**src/rtl/exc_pkg.sv**
```systemverilog
// Shared cause codes, FSM state type and priority encoder for the exception request controller.
package exc_pkg;

    localparam logic [3:0] EXC_NONE  = 4'b0000;
    localparam logic [3:0] EXC_INVOP = 4'b0001;
    localparam logic [3:0] EXC_IRQ   = 4'b0010;
    localparam logic [3:0] EXC_TIMER = 4'b0011;

    // Bit positions inside the pending register.
    localparam int PEND_INVOP = 0;
    localparam int PEND_TIMER = 1;
    localparam int PEND_IRQ   = 2;

    typedef enum logic [1:0] {
        IDLE,
        REQ,
        HANDLER
    } exc_state_t;

    function automatic logic [3:0] cause_sel(input logic [2:0] pend);
        if (pend[PEND_INVOP])      return EXC_INVOP;
        else if (pend[PEND_TIMER]) return EXC_TIMER;
        else if (pend[PEND_IRQ])   return EXC_IRQ;
        else                       return EXC_NONE;
    endfunction

    // Maps a cause code back to its one-hot pending bit.
    function automatic logic [2:0] cause_mask(input logic [3:0] cause);
        case (cause)
            EXC_INVOP: return 3'b001;
            EXC_TIMER: return 3'b010;
            EXC_IRQ:   return 3'b100;
            default:   return 3'b000;
        endcase
    endfunction

endpackage

```
**src/rtl/exc_timer.sv**
```systemverilog
// Free-running periodic tick source: one-cycle pulse every PERIOD clocks.
module exc_timer #(
    parameter int PERIOD = 1000
) (
    input  logic clk,
    input  logic reset,
    output logic tick
);

    localparam int             CW     = (PERIOD > 1) ? $clog2(PERIOD) : 1;
    localparam logic [CW-1:0]  RELOAD = CW'(PERIOD - 1);

    logic [CW-1:0] cnt_q, cnt_d;

    always_comb begin
        cnt_d = (cnt_q == '0) ? RELOAD : cnt_q - CW'(1);
    end

    always_ff @(posedge clk or posedge reset) begin
        if (reset) cnt_q <= RELOAD;
        else       cnt_q <= cnt_d;
    end

    assign tick = (cnt_q == '0);

endmodule

```
**src/rtl/exc_request_ctrl.sv**
```systemverilog
// Exception request initiator: pends sources, raises Exc with cause/vector until ExcAck, blocks until Eret.
// Optional periodic timer source enabled by defining EXC_TIMER_EN.
module exc_request_ctrl
    import exc_pkg::*;
#(
    parameter logic [63:0] VEC_BASE        = 64'h0000_0000_0000_D800,
    parameter int          VEC_STRIDE_LOG2 = 7,
    parameter int          TIMER_PERIOD    = 1000
) (
    input  logic        clk,
    input  logic        reset,
    input  logic        invalid_op,
    input  logic        irq_ext,
    input  logic        ExcAck,
    input  logic        Eret,
    output logic        Exc,
    output logic [3:0]  EStatus,
    output logic [63:0] Exc_vector,
    output logic        in_handler
);

    logic timer_src;

`ifdef EXC_TIMER_EN
    localparam logic [2:0] PEND_MASK = 3'b111;

    exc_timer #(
        .PERIOD (TIMER_PERIOD)
    ) u_timer (
        .clk   (clk),
        .reset (reset),
        .tick  (timer_src)
    );
`else
    localparam logic [2:0] PEND_MASK = 3'b101;

    assign timer_src = 1'b0;
`endif

    exc_state_t  state_q, state_d;
    logic [2:0]  pend_q, pend_d;
    logic        exc_q, exc_d;
    logic [3:0]  est_q, est_d;
    logic [63:0] vec_q, vec_d;
    logic        inh_q, inh_d;
    logic [2:0]  src;
    logic [2:0]  clr;

    function automatic logic [63:0] vec_of(input logic [3:0] cause);
        return VEC_BASE + (64'(cause) << VEC_STRIDE_LOG2);
    endfunction

    assign src = {irq_ext, timer_src, invalid_op};

    always_comb begin
        state_d = state_q;
        exc_d   = exc_q;
        est_d   = est_q;
        vec_d   = vec_q;
        inh_d   = inh_q;
        clr     = 3'b000;

        case (state_q)
            IDLE: begin
                // Live inputs are included so Exc rises on the very edge that samples the pulse.
                if ((pend_q | src) != 3'b000) begin
                    state_d = REQ;
                    exc_d   = 1'b1;
                    est_d   = cause_sel(pend_q | src);
                    vec_d   = vec_of(est_d);
                end
            end
            REQ: begin
                if (ExcAck) begin
                    clr     = cause_mask(est_q);
                    exc_d   = 1'b0;
                    inh_d   = 1'b1;
                    state_d = HANDLER;
                end
            end
            HANDLER: begin
                if (Eret) begin
                    inh_d   = 1'b0;
                    est_d   = EXC_NONE;
                    vec_d   = '0;
                    state_d = IDLE;
                end
            end
            default: state_d = IDLE;
        endcase

        // A source sampled on the acknowledge edge survives the clear.
        pend_d = ((pend_q & ~clr) | src) & PEND_MASK;
    end

    always_ff @(posedge clk or posedge reset) begin
        if (reset) begin
            state_q <= IDLE;
            pend_q  <= 3'b000;
            exc_q   <= 1'b0;
            est_q   <= EXC_NONE;
            vec_q   <= '0;
            inh_q   <= 1'b0;
        end else begin
            state_q <= state_d;
            pend_q  <= pend_d;
            exc_q   <= exc_d;
            est_q   <= est_d;
            vec_q   <= vec_d;
            inh_q   <= inh_d;
        end
    end

    assign Exc        = exc_q;
    assign EStatus    = est_q;
    assign Exc_vector = vec_q;
    assign in_handler = inh_q;

endmodule

```
**config.mk**
```make
export PLATFORM = sky130hd
export DESIGN_NAME = exc_request_ctrl
export DESIGN_NICKNAME = d
export VERILOG_FILES = /design/src/rtl/exc_pkg.sv /design/src/rtl/exc_timer.sv /design/src/rtl/exc_request_ctrl.sv
export SDC_FILE = /design/constraint.sdc
export NUM_CORES = 1
export LEC_CHECK = 0
export CORE_UTILIZATION = 33
export DETAILED_ROUTE_END_ITERATION = 8
export PLACE_DENSITY_LB_ADDON = 0.08
export SETUP_SLACK_MARGIN = 0.2
export SLEW_MARGIN = 10
export SYNTH_ARGS = -nofsm -noshare
export SYNTH_HDL_FRONTEND = slang
export SYNTH_SLANG_ARGS = --single-unit
```
**constraint.sdc**
```tcl
create_clock -name clk -period 2.2 [get_ports clk]
set_clock_uncertainty 0.1 [all_clocks]
set_input_delay 0.66 -clock clk [delete_from_list [all_inputs] [get_ports clk]]
set_output_delay 0.66 -clock clk [all_outputs]
set_load 0.005 [all_outputs]
```
==> impl_metrics.yaml <==
place:
  routabilityCongestion: 0.709
  dp.cells: 147
  numPortBuffers: 15
  hpwl_um: 1030
global_routing:
  grt.total_usage_pct: 8.09
  grt_pass1_wl_um: 1690
  first_global_vias: 341
  antenna_found_initial: 0
  grt_start_max_net_pins: 12
  overflow: 0
synth:
  synth_cell_types: 21
  synth_seq_cells: 9
  synth_area_leader_cell: "buf_4"
  yosysSeqAreaShare_pct: 24.3
  yosys_warnings: 0
  synthTopCellsByArea: "buf_4 (53%), dfrtp_1 (24%), o21ai_0 (2.7%)"
  syn-cell-area_um2: 926
  syn_inst: 108
  synth.avg_cell_area_um2: 8.57
  yosys.area.top_type_share_pct: 52.7
setup_path:
  crit_type: "reg -> out"
  cp_slowest_cell: "clkdlybuf4s50_1"
  crit_chain: "clkdlybuf4s50_1"
  worstSetupEndpointType: "output port"
  cp.arrival_ps: 1180
  cp_max_fo: 6
  cp-start-kind: "flop"
  crit_path_max_incr_delay_ps: 510
  critPathTopFamily: "buffers and inverters"
  path_buf_inv: 1
  critical_path_required_ps: 1440
clock_network:
  numCtsBuffers: 3
  clk_latency_ps: 270
  root_buffer: "clkbuf_4"
  clockBufferDepth: 2
  cts_hold_buffers: 0
  clk_pin_slew_ps: 60
  cts_tree: "done"
  cts_max_level: 1
  clkSinkCount: 9
hold_path:
  hp-class: "reg -> reg"
power_and_ir_drop:
  power.density_nw_per_um2: 900
  swShare_pct: 36.1
  comb_power_share_pct: 42.1
  internal_power_uw: 511
  pwr-share-seq_pct: 41.3
  switchingPower_uw: 289
  clkPwrFrac_pct: 16.6
  p_leak_nw: 0.457
  worst_ir_drop_vdd_mv: 0.421
drt:
  dr.pass1.iters: 4
  first_iter_violations: 11
  routed_via_density: 3.53
  wire_per_inst_um: 8.39
  drc: 0
  vias: 536
  routed_wl_um: 1280
  final_antenna_net_count: 0
floorplanning:
  die_w_um: 55.0
  die_height_um: 55.0
  start_util_pct: 36.1
  rows: 18
  coreArea_um2: 2570
  dieArea_um2: 3020
  pin_count: 76
sta:
  slew_violations: 0
  tns_ps: 0
  final.min_clock_period_ps: 1940
  fin_crit_sh_pct: 88.3
  grt_setup_unrepaired: "false"
  finalHoldViolCount: 0
  setup_violations: 0
  fmax_ghz: 0.515
layout:
  layout-drive-gt1-share_pct: 9.84
  final_cells: 152
  num-fill-cells: 270
  insertedDiodeCount: 0
  syn_to_final_growth_pct: -3.92
  layout_commonest_cell: "conb_1"
  seq_area_um2: 229
  multi_input_area_um2: 414
  nets: 129
  final_cell_mix: "conb_1 (60), clkdlybuf4s50_1 (14), dfrtp_1 (6), o21ai_0 (5), nor2_1 (5)"
run_status:
  outcome: "finished clean"
run:
  maxCapViolations: 0
[layer usage]
metal  up-vias  global-route usage, %  wire (um)
met5         -                      0          0
met4         0                   5.00         10
met3         2                   1.64        169
met2        49                   12.7        601
met1       234                   10.1        494
li1        251                      -          -
[logic make-up (layout without fill, tap and decap cells)]
family	Yosys count	in the layout	share of synthesized area [%]
compound gates	17	17	12.0
buf+inv	70	25	54.9
flops	9	9	24.3
other cells	1	60	0.405
simple gates	11	11	8.38
[per-stage QoR]
step / setup WS (ps) / hold slack, ps / utilization (%) / total power [mW] / area, um^2
after CTS: 205 / 426 / 34.2 / 0.797 / 877
after global placement: 84.0 / 417 / 33.1 / 0.661 / 850
final: 258 / 422 / 34.6 / 0.800 / 890
after global routing: 201 / 464 / 34.6 / 0.871 / 890
after detailed placement: 94.3 / 411 / 33.1 / 0.660 / 850
after floorplan: 591 / 374 / - / 0.594 / 1150
[sequential cells by signal, indices dropped and copies added (netlist names)]
register,count
Exc,1
Exc_vector,3
in_handler,1
pend_q,2
state_q,2
[Yosys cell counts]
| library cell | n |
|---|---|
| dfrtp_1 | 9 |
| inv_1 | 4 |
| or3b_1 | 2 |
| buf_2 | 1 |
| o21ai_1 | 1 |
| nand2_1 | 1 |
| o21ai_0 | 5 |
| a21oi_2 | 1 |
| nor2_1 | 5 |
| or4_4 | 1 |
| a211oi_1 | 1 |
| a21oi_1 | 3 |
| o31ai_1 | 1 |
| o21ba_2 | 1 |
| nand3b_4 | 1 |
| nor2b_1 | 1 |
| a2bb2oi_1 | 1 |
| a21o_1 | 2 |
| o41ai_1 | 1 |
| buf_4 | 65 |
| conb_1 | 1 |
[cell type report]
class,instances,area share (%)
clock buffer,4,2.95
inverter,4,1.69
multi-input combinational,88,46.6
sequential,9,25.7
tap,30,4.22
timing repair buffer,17,18.8
[power by group through the flow]
stage	logic (mW)	clock network [mW]	registers, mW
finish	0.337	0.133	0.330
global route	0.383	0.143	0.345
CTS	0.331	0.136	0.330
detailed placement	0.329	0	0.331
global placement	0.330	0	0.330
floorplan	0.300	0	0.294
[path summary, 6_finish.rpt]
| check | start | endpoint | slack [ps] | cells after the start |
|---|---|---|---|---|
| max | Exc_vector[7] | Exc_vector[7] | 260 | 1 |
| min | pend_q[0] | Exc_vector[8] | 420 | 1 |
| max reg2reg | state_q[0] | pend_q[2] | 740 | 3 |
| min reg2reg | pend_q[0] | Exc_vector[8] | 420 | 1 |
| max in group asynchronous | reset | Exc_vector[8] | 1160 | 2 |
| min in group asynchronous | reset | Exc_vector[14] | 560 | 2 |
[what timing repair did]
| action | CTS | global route |
|---|---|---|
| endpoints found under the setup margin | 4 | 8 |
| buffers inserted | 0 | 1 |
| gates resized for setup | 1 | 3 |
| pin swaps | 0 | 0 |
No activity file was read; power rests on OpenSTA's default activity.
